--- src/rtl/acc_arb_pkg.sv ---
// acc_arb_pkg: shared state type and size limits for accumulator_arbiter
package acc_arb_pkg;
    typedef enum logic [0:0] {ARB_IDLE, ARB_LOCKED} arb_state_t;
    localparam int MAX_INPUTS = 16;
endpackage

--- src/rtl/round_robin_picker.sv ---
// round_robin_picker: first requester after last_grant_i, wrapping modulo N.
// With ACC_ARB_FIXED_PRIORITY_EN defined it becomes a lowest-index priority encoder.
module round_robin_picker
    import acc_arb_pkg::*;
#(
    parameter int N = 4,
    parameter int W = $clog2(N)
) (
    input  logic [N-1:0] req_i,
    input  logic [W-1:0] last_grant_i,
    output logic         found_o,
    output logic [W-1:0] index_o
);
    logic [W-1:0] idx;
    always_comb begin
        found_o = |req_i;
        index_o = '0;
        idx     = '0;
`ifdef ACC_ARB_FIXED_PRIORITY_EN
        for (int i = N - 1; i >= 0; i--)
            if (req_i[i]) index_o = W'(i);
`else
        // farthest offset first, so the nearest requester is the final assignment
        for (int k = N; k >= 1; k--) begin
            idx = W'((int'(last_grant_i) + k) % N);
            if (req_i[idx]) index_o = idx;
        end
`endif
    end
endmodule

--- src/rtl/accumulator_arbiter.sv ---
// accumulator_arbiter: packet-locking arbiter feeding one registered output stage.
// Define ACC_ARB_FIXED_PRIORITY_EN for lowest-index priority instead of round-robin.
module accumulator_arbiter
    import acc_arb_pkg::*;
#(
    parameter int NUM_INPUTS = 4,
    parameter int DATA_WIDTH = 8,
    parameter int ID_WIDTH   = $clog2(NUM_INPUTS)
) (
    input  logic                                  clock,
    input  logic                                  reset_n,
    input  logic [NUM_INPUTS-1:0]                 input_valid,
    output logic [NUM_INPUTS-1:0]                 input_ready,
    input  logic [NUM_INPUTS-1:0][DATA_WIDTH-1:0] input_data,
    input  logic [NUM_INPUTS-1:0]                 input_last,
    output logic                                  output_valid,
    input  logic                                  output_ready,
    output logic [DATA_WIDTH-1:0]                 output_data,
    output logic                                  output_last,
    output logic [ID_WIDTH-1:0]                   output_id
);
    arb_state_t            state_q, state_d;
    logic [ID_WIDTH-1:0]   grant_q, grant_d, id_q, id_d, last_grant, pick;
    logic [DATA_WIDTH-1:0] data_q, data_d;
    logic                  valid_q, valid_d, last_q, last_d, found, accept;

`ifdef ACC_ARB_FIXED_PRIORITY_EN
    assign last_grant = '0;
`else
    logic [ID_WIDTH-1:0] last_grant_q, last_grant_d;
    assign last_grant   = last_grant_q;
    assign last_grant_d = (accept && input_last[grant_q]) ? grant_q : last_grant_q;
`endif

    round_robin_picker #(.N(NUM_INPUTS), .W(ID_WIDTH)) u_picker (
        .req_i        (input_valid),
        .last_grant_i (last_grant),
        .found_o      (found),
        .index_o      (pick)
    );

    // ready depends only on registered state and the downstream ready
    assign input_ready = (state_q == ARB_LOCKED && (!valid_q || output_ready))
                         ? NUM_INPUTS'(1) << grant_q : '0;
    assign accept      = input_valid[grant_q] && input_ready[grant_q];

    always_comb begin
        state_d = state_q;
        grant_d = grant_q;
        valid_d = valid_q && !output_ready;
        data_d  = data_q;
        last_d  = last_q;
        id_d    = id_q;
        if (state_q == ARB_IDLE && found) begin
            state_d = ARB_LOCKED;
            grant_d = pick;
        end
        if (accept) begin
            valid_d = 1'b1;
            data_d  = input_data[grant_q];
            last_d  = input_last[grant_q];
            id_d    = grant_q;
            state_d = input_last[grant_q] ? ARB_IDLE : state_d;
        end
    end

    always_ff @(posedge clock or negedge reset_n) begin
        if (!reset_n) begin
            state_q      <= ARB_IDLE;
            grant_q      <= '0;
            valid_q      <= 1'b0;
            data_q       <= '0;
            last_q       <= 1'b0;
            id_q         <= '0;
`ifndef ACC_ARB_FIXED_PRIORITY_EN
            last_grant_q <= ID_WIDTH'(NUM_INPUTS - 1);
`endif
        end else begin
            state_q      <= state_d;
            grant_q      <= grant_d;
            valid_q      <= valid_d;
            data_q       <= data_d;
            last_q       <= last_d;
            id_q         <= id_d;
`ifndef ACC_ARB_FIXED_PRIORITY_EN
            last_grant_q <= last_grant_d;
`endif
        end
    end

    assign output_valid = valid_q;
    assign output_data  = data_q;
    assign output_last  = last_q;
    assign output_id    = id_q;
endmodule

--- config.mk ---
export PLATFORM = sky130hd
export DESIGN_NAME = accumulator_arbiter
export DESIGN_NICKNAME = d
export VERILOG_FILES = /design/src/rtl/acc_arb_pkg.sv /design/src/rtl/round_robin_picker.sv /design/src/rtl/accumulator_arbiter.sv
export SDC_FILE = /design/constraint.sdc
export NUM_CORES = 1
export LEC_CHECK = 0
export CAP_MARGIN = 20
export CORE_ASPECT_RATIO = 1.5
export CORE_MARGIN = 2
export CORE_UTILIZATION = 41
export DETAILED_ROUTE_END_ITERATION = 12
export GPL_TIMING_DRIVEN = 0
export PLACE_DENSITY_LB_ADDON = 0.15
export REMOVE_ABC_BUFFERS = 1
export SETUP_SLACK_MARGIN = 0.05
export SYNTH_ARGS = -nofsm -noshare
export SYNTH_HDL_FRONTEND = slang
export SYNTH_HIERARCHICAL = 1
export SYNTH_SLANG_ARGS = --single-unit
--- constraint.sdc ---
create_clock -name clock -period 4.58 [get_ports clock]
set_input_delay 0.458 -clock clock [delete_from_list [all_inputs] [get_ports clock]]
set_output_delay 0.458 -clock clock [all_outputs]
set_load 0.02 [all_outputs]
==> results of run 1 <==
-- cells by family after synthesis --
kind of cell           share of synthesized area
flip-flops                                0.3986
multiplexers                              0.3928
AO/OA/AOI/OAI                            0.06644
AND/OR/NAND/NOR                          0.09323
buffers and inverters                    0.04895
-- area by class of cell --
cell class                      count  area, um^2
Tap cell                           24       30.03
Multi-Input combinational cell     52       593.1
Clock buffer                        3       22.52
Fill cell                         194       810.8
Sequential cell                    17       427.9
Clock inverter                      1       5.005
Timing Repair Buffer               58       580.6
Inverter                            2       7.507
-- cells in the final DEF (no fill, tap or decap), drive strengths merged, types with 3 or more instances in the layout --
cell type,synthesis,final
mux4,10,10
mux2,12,12
nand2,4,4
nor2,4,4
a21oi,3,3
clkbuf,0,3
dfrtp,15,15
clkdlybuf4s50,0,58
nand2b,4,4
-- cell usage after synthesis, types with 2 or more instances --
cell	instances	area [um^2]
buf_2	2	10.01
nand2_1	4	15.01
nor2_1	4	15.01
mux2i_1	2	20.02
inv_1	2	7.510
nor3_1	2	10.01
mux4_2	6	135.1
nand2b_1	4	25.02
a21oi_1	2	10.01
dfstp_2	2	52.55
mux4_1	4	105.1
mux2_2	5	56.30
dfrtp_1	15	375.4
mux2_4	7	105.1
-- per-layer routing --
metal,track usage,wire length (um),vias up
li1,-,-,407
met4,0.07500,38,0
met3,0.03523,145,4
met1,0.1878,915,438
met2,0.3873,1490,31
met5,0,0,-
-- flip-flops by register name, summed over array words and instances (netlist names) --
register,count
grant_q,2
last_grant,2
output_data,8
output_id,2
output_last,1
output_valid,1
state_q,1
-- critical path, stage by stage, from the launching register on --
cell and delay (ns):
dfrtp_1 0.81, nand3_1 0.24, nor2_1 0.14, clkdlybuf4s50_1 0.63
-- worst max path at each step --
| stage | end | slack, ns | cells after the start |
|---|---|---|---|
| floorplan | output_data[0] | 2.60 | 3 |
| detailed placement | input_ready[3] | 2.07 | 5 |
| CTS | input_ready[3] | 1.94 | 3 |
| global placement | input_ready[3] | 2.12 | 5 |
| finish | input_ready[3] | 2.00 | 3 |
| global route | input_ready[3] | 1.82 | 3 |
-- through the flow --
stage          instance area (um^2)  utilization  power (mW)  setup slack, ns
2_1_floorplan                  1028            -      0.6960            2.596
3_3_place_gp                   1639       0.6616      0.9214            2.120
3_5_place_dp                   1639       0.6616      0.9384            2.069
4_1_cts                        1667       0.6727       1.024            1.938
5_1_grt                        1667       0.6727       1.079            1.824
6_report                       1667       0.6727       1.010            2.003
-- power by group through the flow --
stage	clock network, mW	registers (mW)	logic (mW)
final	0.0823	0.330	0.598
after global routing	0.0943	0.344	0.641
after CTS	0.0861	0.332	0.606
after detailed placement	0	0.335	0.603
after global placement	0	0.330	0.592
after floorplan	0	0.380	0.316
==> impl_metrics.tcl, run 1 <==
set metrics [dict create \
    status "complete, no violations" \
    start_kind "flip-flop" \
    antenna_found_initial 0 \
    dieArea_um2 3052 \
    die_w_um 45.78 \
    grt_pass1_vias 991 \
    cp.arrival_ns 2.12 \
    drtPass1Iterations 3 \
    place.detailed.hpwl_mm 2.027 \
    worstHoldStart "output_last" \
    min_period_ns 2.577 \
    setup_viol 0 \
    comb_power_share 0.592 \
    cts_max_level 1 \
    cts_setup_buffers 0 \
    p_per_area_nw_per_um2 606.2 \
    ys_types 29 \
    p_switching_mw 0.3770 \
    hold_viol_final 0 \
    clock_skew_ns 0.005567 \
    p_clk_frac 0.081 \
    endpoint_kind "primary output" \
    worstRegToRegCells 3 \
    reg2reg_slack_ns 2.36 \
    final_max_slew_viol_count 0 \
    p_seq_frac 0.327 \
    ys_seq_area_frac 0.3986 \
    setup_tns_ns 0 \
    num_rows 22 \
    grt_max_degree 18 \
    fmax_mhz 388.0 \
    layout-drive-gt1-share 0.2105 \
    fin_crit_sh 0.5627 \
    via_per_inst 5.605 \
    drtIter0Drc 16 \
    avgSynthCellArea_um2 14.13 \
    die_y_um 66.67 \
    io_buffers 58 \
    cts_resized 0 \
    insertion_delay_ns 0.30 \
    min_path_type "reg2reg" \
    diodes 0 \
    place.detailed.instances 153 \
    cp-startpoint "grant_q[0]" \
    clock_tree.root_cell "clkbuf_4" \
    wl_mm 2.589 \
    regToRegEndpoint "output_data[1]" \
    synth_area_um2 1074 \
    final_net_count 177 \
    async_reset_ff_frac 1.000 \
    required_ns 4.12 \
    vias 880 \
    core_um2 2477 \
    max_cap_viol_count 0 \
    clk_pin_slew_worst_paths_ns 0.10 \
    worstSetupPathType "reg2out" \
    synth_edf_count 0 \
    hold_ws_ns 0.4969 \
    sw_frac_of_total 0.3732 \
    grt_use_total 0.1971 \
    yosysWarnings 6 \
    postCtsHoldBufs 0 \
    top_level_ports 59 \
    place.gp.congestion 0.7549 \
    peakVddDrop_uv 356.6 \
    fin_cells 157 \
    grt_overflow 0 \
    route.antenna.remaining_nets 0 \
    clk_path_buf_depth 2 \
    ys.flop_type "dfrtp_1" \
    grt_pass1_wl_mm 4.312 \
    r2r_start "grant_q[0]" \
    hold_end "output_last" \
    start_util 0.4333 \
    postSynthCellCount 76 \
    p_leak_nw 0.6846 \
    hold-path-cell-count 1 \
    cts_buffers 3 \
    grt_setup_unrepaired "false" \
    worst_slew_pin_slew_ns 0.7644 \
    relSlewSlack 0.4888 \
    ys_ff_latch 17 \
    cellInternalPower_mw 0.6332 \
    drc 0 \
    post_drt_wl_per_cell_um 16.49 \
    numClockSinks 17 \
    syn_to_final_growth_pct 55.24 \
    cts_tree "built" \
    worstPathMaxFanout 15 \
]
(Power assumes the default switching activity.)
==> run 2: changes to the inputs <==
--- a/config.mk
+++ b/config.mk
@@ -8,7 +8,7 @@
 export CAP_MARGIN = 20
 export CORE_ASPECT_RATIO = 1.5
 export CORE_MARGIN = 2
-export CORE_UTILIZATION = 41
+export CORE_UTILIZATION = 35
 export DETAILED_ROUTE_END_ITERATION = 12
 export GPL_TIMING_DRIVEN = 0
 export PLACE_DENSITY_LB_ADDON = 0.15
==> constraint.sdc (replaced) <==
create_clock -name clock -period 2.17 [get_ports clock]
set_input_delay 0.217 -clock clock [delete_from_list [all_inputs] [get_ports clock]]
set_output_delay 0.217 -clock clock [all_outputs]
set_load 0.02 [all_outputs]
==> run 2 against run 1 <==
Register-to-register slack lost 2.1 ns. Critical path depth grew 2. Worst setup slack lost 1.9 ns. Routed wire length grew 4.6%. Clock power grew to 2.9 times the previous value. Clock-buffer cell count grew 1. Sequential share of layout area shrank 0.40 points. Die area grew 16%. Combinational power grew 110%. Clock skew shrank 0.00096 ns. Sequential cell count is the same. Critical path type is now in2out.
==> impl_metrics.tcl, run 2 (synthesized netlist as in run 1, its figures left out) <==
set metrics [dict create \
    place.detailed.hpwl_mm 2.123 \
    p_per_area_nw_per_um2 1289 \
    vias 886 \
    cpMaxStageDelayCell "clkdlybuf4s50_1" \
    cp_cell_sequence "clkdlybuf4s50_1 -> nand2b_1 -> nand3_1 -> nor2_1 -> clkdlybuf4s50_1" \
    grt_pass1_vias 1010 \
    peakVddDrop_uv 852.8 \
    clk_path_buf_depth 2 \
    min_period_ns 2.019 \
    crit_family "buffers and inverters" \
    max_cap_viol_count 0 \
    route.antenna.remaining_nets 0 \
    worst_slew_pin_slew_ns 0.7984 \
    wl_mm 2.707 \
    slowest_delay_ns 0.61 \
    numClockSinks 17 \
    syn_to_final_growth_pct 59.56 \
    path_buf_inv 2 \
    die_y_um 71.83 \
    io_buffers 58 \
    clock_skew_ns 0.004607 \
    mostFrequentLayoutCells "56 x clkdlybuf4s50_1, 13 x dfrtp_1, 7 x mux2_4" \
    cts_buffers 3 \
    hold_viol_final 0 \
    final_util 0.5881 \
    insertion_delay_ns 0.25 \
    die_w_um 49.22 \
    required_ns 1.95 \
    grt_overflow 0 \
    layout-drive-gt1-share 0.2180 \
    drtPass1Iterations 4 \
    p_leak_nw 0.7198 \
    grt_max_degree 18 \
    dieArea_um2 3535 \
    final_net_count 177 \
    grt_pass1_wl_mm 4.733 \
    start_kind "input pin" \
    cp_common_cell "clkdlybuf4s50_1" \
    endpoint_kind "primary output" \
    grt_use_total 0.1745 \
    largest_register_ffs 8 \
    start_util 0.3686 \
    status "complete, no violations" \
    setup_viol 0 \
    layout_setup_ws_ns 0.1511 \
    top_level_ports 59 \
    cts_max_level 1 \
    num_rows 24 \
    place.gp.congestion 0.7694 \
    diodes 0 \
    final_max_slew_viol_count 0 \
    fmax_mhz 495.3 \
    fin_crit_sh 0.9304 \
    drc 0 \
    relSlewSlack 0.4660 \
    post_drt_wl_per_cell_um 15.74 \
    core_um2 2913 \
    min_path_type "in2async" \
    cts_tree "built" \
    worstSetupPathType "in2out" \
    drtIter0Drc 18 \
    clock_tree.root_cell "clkbuf_8" \
    cp.arrival_ns 1.80 \
    clk_pin_slew_worst_paths_ns 0.07 \
    worstPathMaxFanout 5 \
    final_common_cell "clkdlybuf4s50_1" \
    setup_tns_ns 0 \
    dp_slack_ns -0.09719 \
    antenna_found_initial 0 \
    via_per_inst 5.151 \
    grt_setup_unrepaired "false" \
]
[run 2: changes by cell type in the layout (fill, tap and decap cells not counted), sizes merged]
cell           before  now
clkbuf              3    4
clkinv              1    0
clkdlybuf4s50      58   56
dlymetal6s2s        0    2
[run 2: routing by layer]
metal	vias to the layer above	GRT usage	wire length, um
li1	405	-	-
met1	444	0.1753	933
met2	31	0.3363	1617
met3	6	0.03125	103
met4	0	0.08571	52
met5	-	0	0
[run 2: layout make-up]
class | count | area, um^2
Sequential cell | 17 | 432.9
Clock buffer | 4 | 45.04
Multi-Input combinational cell | 52 | 593.1
Tap cell | 39 | 48.80
Fill cell | 267 | 1200
Timing Repair Buffer | 58 | 585.6
Inverter | 2 | 7.507
[run 2: stage by stage]
stage	hold WS, ns	std cells	total power [mW]	instance area [um^2]
6_report	0.4319	172	2.209	1713
5_1_grt	0.4936	172	2.366	1713
3_5_place_dp	0.4806	168	1.989	1658
4_1_cts	0.4559	172	2.234	1705
2_1_floorplan	-0.07859	71	1.469	1028
3_3_place_gp	0.4728	168	1.956	1658
[run 2: worst paths after layout]
check | start | endpoint | slack (ns) | depth (start not counted)
setup / recovery | output_ready | input_ready[3] | 0.15 | 5
hold / removal | reset_n | output_id[1] | 0.43 | 1
setup reg to reg | grant_q[0] | output_data[1] | 0.23 | 3
max in group asynchronous | reset_n | grant_q[0] | 1.16 | 1
hold reg to reg | output_last | output_last | 0.49 | 1
min in group clock | output_last | output_last | 0.49 | 1
[run 2: timing repair]
action	4_1_cts	5_1_grt
hold buffers	0	0
gates resized for setup	2	3
endpoints found under the setup margin	12	5
pin swaps	0	0
setup buffers	0	0
[run 2: report_power, final]
| part | switching (mW) | internal, mW | total, mW | leakage [nW] |
|---|---|---|---|---|
| logic | 0.486 | 0.772 | 1.26 | 0.502 |
| clock network | 0.108 | 0.130 | 0.238 | 0.0228 |
| registers | 0.210 | 0.503 | 0.713 | 0.195 |
==> run 3: changes to the inputs <==
--- a/config.mk
+++ b/config.mk
@@ -18,3 +18,4 @@
 export SYNTH_HDL_FRONTEND = slang
 export SYNTH_HIERARCHICAL = 1
 export SYNTH_SLANG_ARGS = --single-unit
+export TNS_END_PERCENT = 10
==> run 3 against run 2 <==
Largest power group unchanged. Routed wire length decreased by 0.26%. Critical endpoint is now input_ready[2]. Worst setup slack got worse by 0.0023 ns. Non-clock buffer count unchanged. Sequential cell count unchanged. Total power increased by 0.12%. Clock power about the same.
==> impl_metrics.tcl, run 3 (synthesized netlist as in run 1, its figures left out) <==
set metrics [dict create \
    status "complete, no violations" \
    postCtsHoldBufs 0 \
    vias 882 \
    endpoint_kind "primary output" \
    wl_met2_mm 1.618 \
    peakVddDrop_uv 858.2 \
    clk_path_buf_depth 2 \
    setup_viol 0 \
    mostFrequentLayoutCells "58 x clkdlybuf4s50_1, 13 x dfrtp_1, 7 x mux2_4" \
    cts_resized 2 \
    start_kind "input pin" \
    via_per_inst 5.128 \
    die_w_um 49.22 \
    clock_tree.root_cell "clkbuf_8" \
    worstSetupPathType "in2out" \
    cts_buffers 3 \
    diodes 0 \
    worstPathMaxFanout 5 \
    route.antenna.remaining_nets 0 \
    core_um2 2913 \
    route.met3.wl_um 99 \
    drtIter0Drc 19 \
    start_util 0.3686 \
    place.gp.congestion 0.7694 \
    max_cap_viol_count 0 \
    drtPass1Iterations 4 \
    min_path_type "in2async" \
    final_common_cell "clkdlybuf4s50_1" \
    post_drt_wl_per_cell_um 15.70 \
    final_cell_area_um2 1708 \
    syn_to_final_growth_pct 59.09 \
    hold_ws_ns 0.4319 \
    grt_pass1_wl_mm 4.733 \
    insertion_delay_ns 0.25 \
    fillCellCount 267 \
    highest_layer "met4" \
    p_leak_nw 0.6876 \
    cts_tree "built" \
    numClockSinks 17 \
    clk_pin_slew_worst_paths_ns 0.07 \
    grt_overflow 0 \
    grt_setup_unrepaired "true" \
    drc 0 \
    cts_setup_buffers 0 \
    clock_skew_ns 0.004780 \
    wl_mm 2.700 \
    die_y_um 71.83 \
    final_max_slew_viol_count 0 \
    dieArea_um2 3535 \
    grt_use_total 0.1745 \
    reg2reg_slack_ns 0.23 \
    hold_viol_final 0 \
    p_per_area_nw_per_um2 1295 \
    largest_register_ffs 8 \
    m1WireLength_um 930 \
    layout-drive-gt1-share 0.2180 \
    final_net_count 177 \
    required_ns 1.95 \
    num_rows 24 \
    fin_crit_sh 0.9314 \
    cts_max_level 1 \
    cp.arrival_ns 1.80 \
    postPlaceCellArea_um2 1658 \
    setup_tns_ns 0 \
    grt_pass1_vias 1010 \
    antenna_found_initial 0 \
    relSlewSlack 0.4661 \
    top_level_ports 59 \
    worst_slew_pin_slew_ns 0.7984 \
    min_period_ns 2.021 \
    grt_max_degree 18 \
    place.detailed.hpwl_mm 2.123 \
    io_buffers 58 \
    fmax_mhz 494.8 \
]
run 3: power breakdown:
group / internal (mW) / switching (mW)
sequential: 0.503 / 0.210
clock: 0.130 / 0.108
combinational: 0.775 / 0.486
run 3: path summary, 6_finish.rpt:
| check | startpoint | depth (start not counted) | end |
|---|---|---|---|
| worst min-delay path | reset_n | 1 | output_id[1] |
| worst max register to register | grant_q[0] | 3 | output_data[1] |
| worst max-delay path | output_ready | 5 | input_ready[2] |
| worst min register to register | output_last | 1 | output_last |
| max in group asynchronous | reset_n | 1 | grant_q[0] |
| min in group clock | output_last | 1 | output_last |
run 3: worst max-delay path, stage by stage:
cell,delay [ns]
clkdlybuf4s50_1,0.46
nand2b_1,0.23
nand2_1,0.10
nor3_1,0.16
clkdlybuf4s50_1,0.63
run 3: per-stage QoR:
stage                     power, mW  setup WS, ns  utilization  std cells
after floorplan               1.469        0.1862            -         71
after global placement        1.956      -0.07757       0.5692        168
after detailed placement      1.989      -0.09719       0.5692        168
after CTS                     2.234        0.1193       0.5855        172
after global routing          2.368       0.02508       0.5863        172
final                         2.211        0.1489       0.5863        172
run 3: cell type report:
type / instances / area [um^2] / share of cell area
Timing Repair Buffer: 58 / 580.6 / 0.3399
Inverter: 2 / 7.507 / 0.004396
Tap cell: 39 / 48.80 / 0.02857
Multi-Input combinational cell: 52 / 593.1 / 0.3473
Clock buffer: 4 / 45.04 / 0.02637
Sequential cell: 17 / 432.9 / 0.2535
run 3: metal layers:
layer  track usage  vias to the layer above
li1              -                      405
met1        0.1753                      442
met2        0.3363                       29
met3       0.03125                        6
met4       0.08571                        0
met5             0                        -
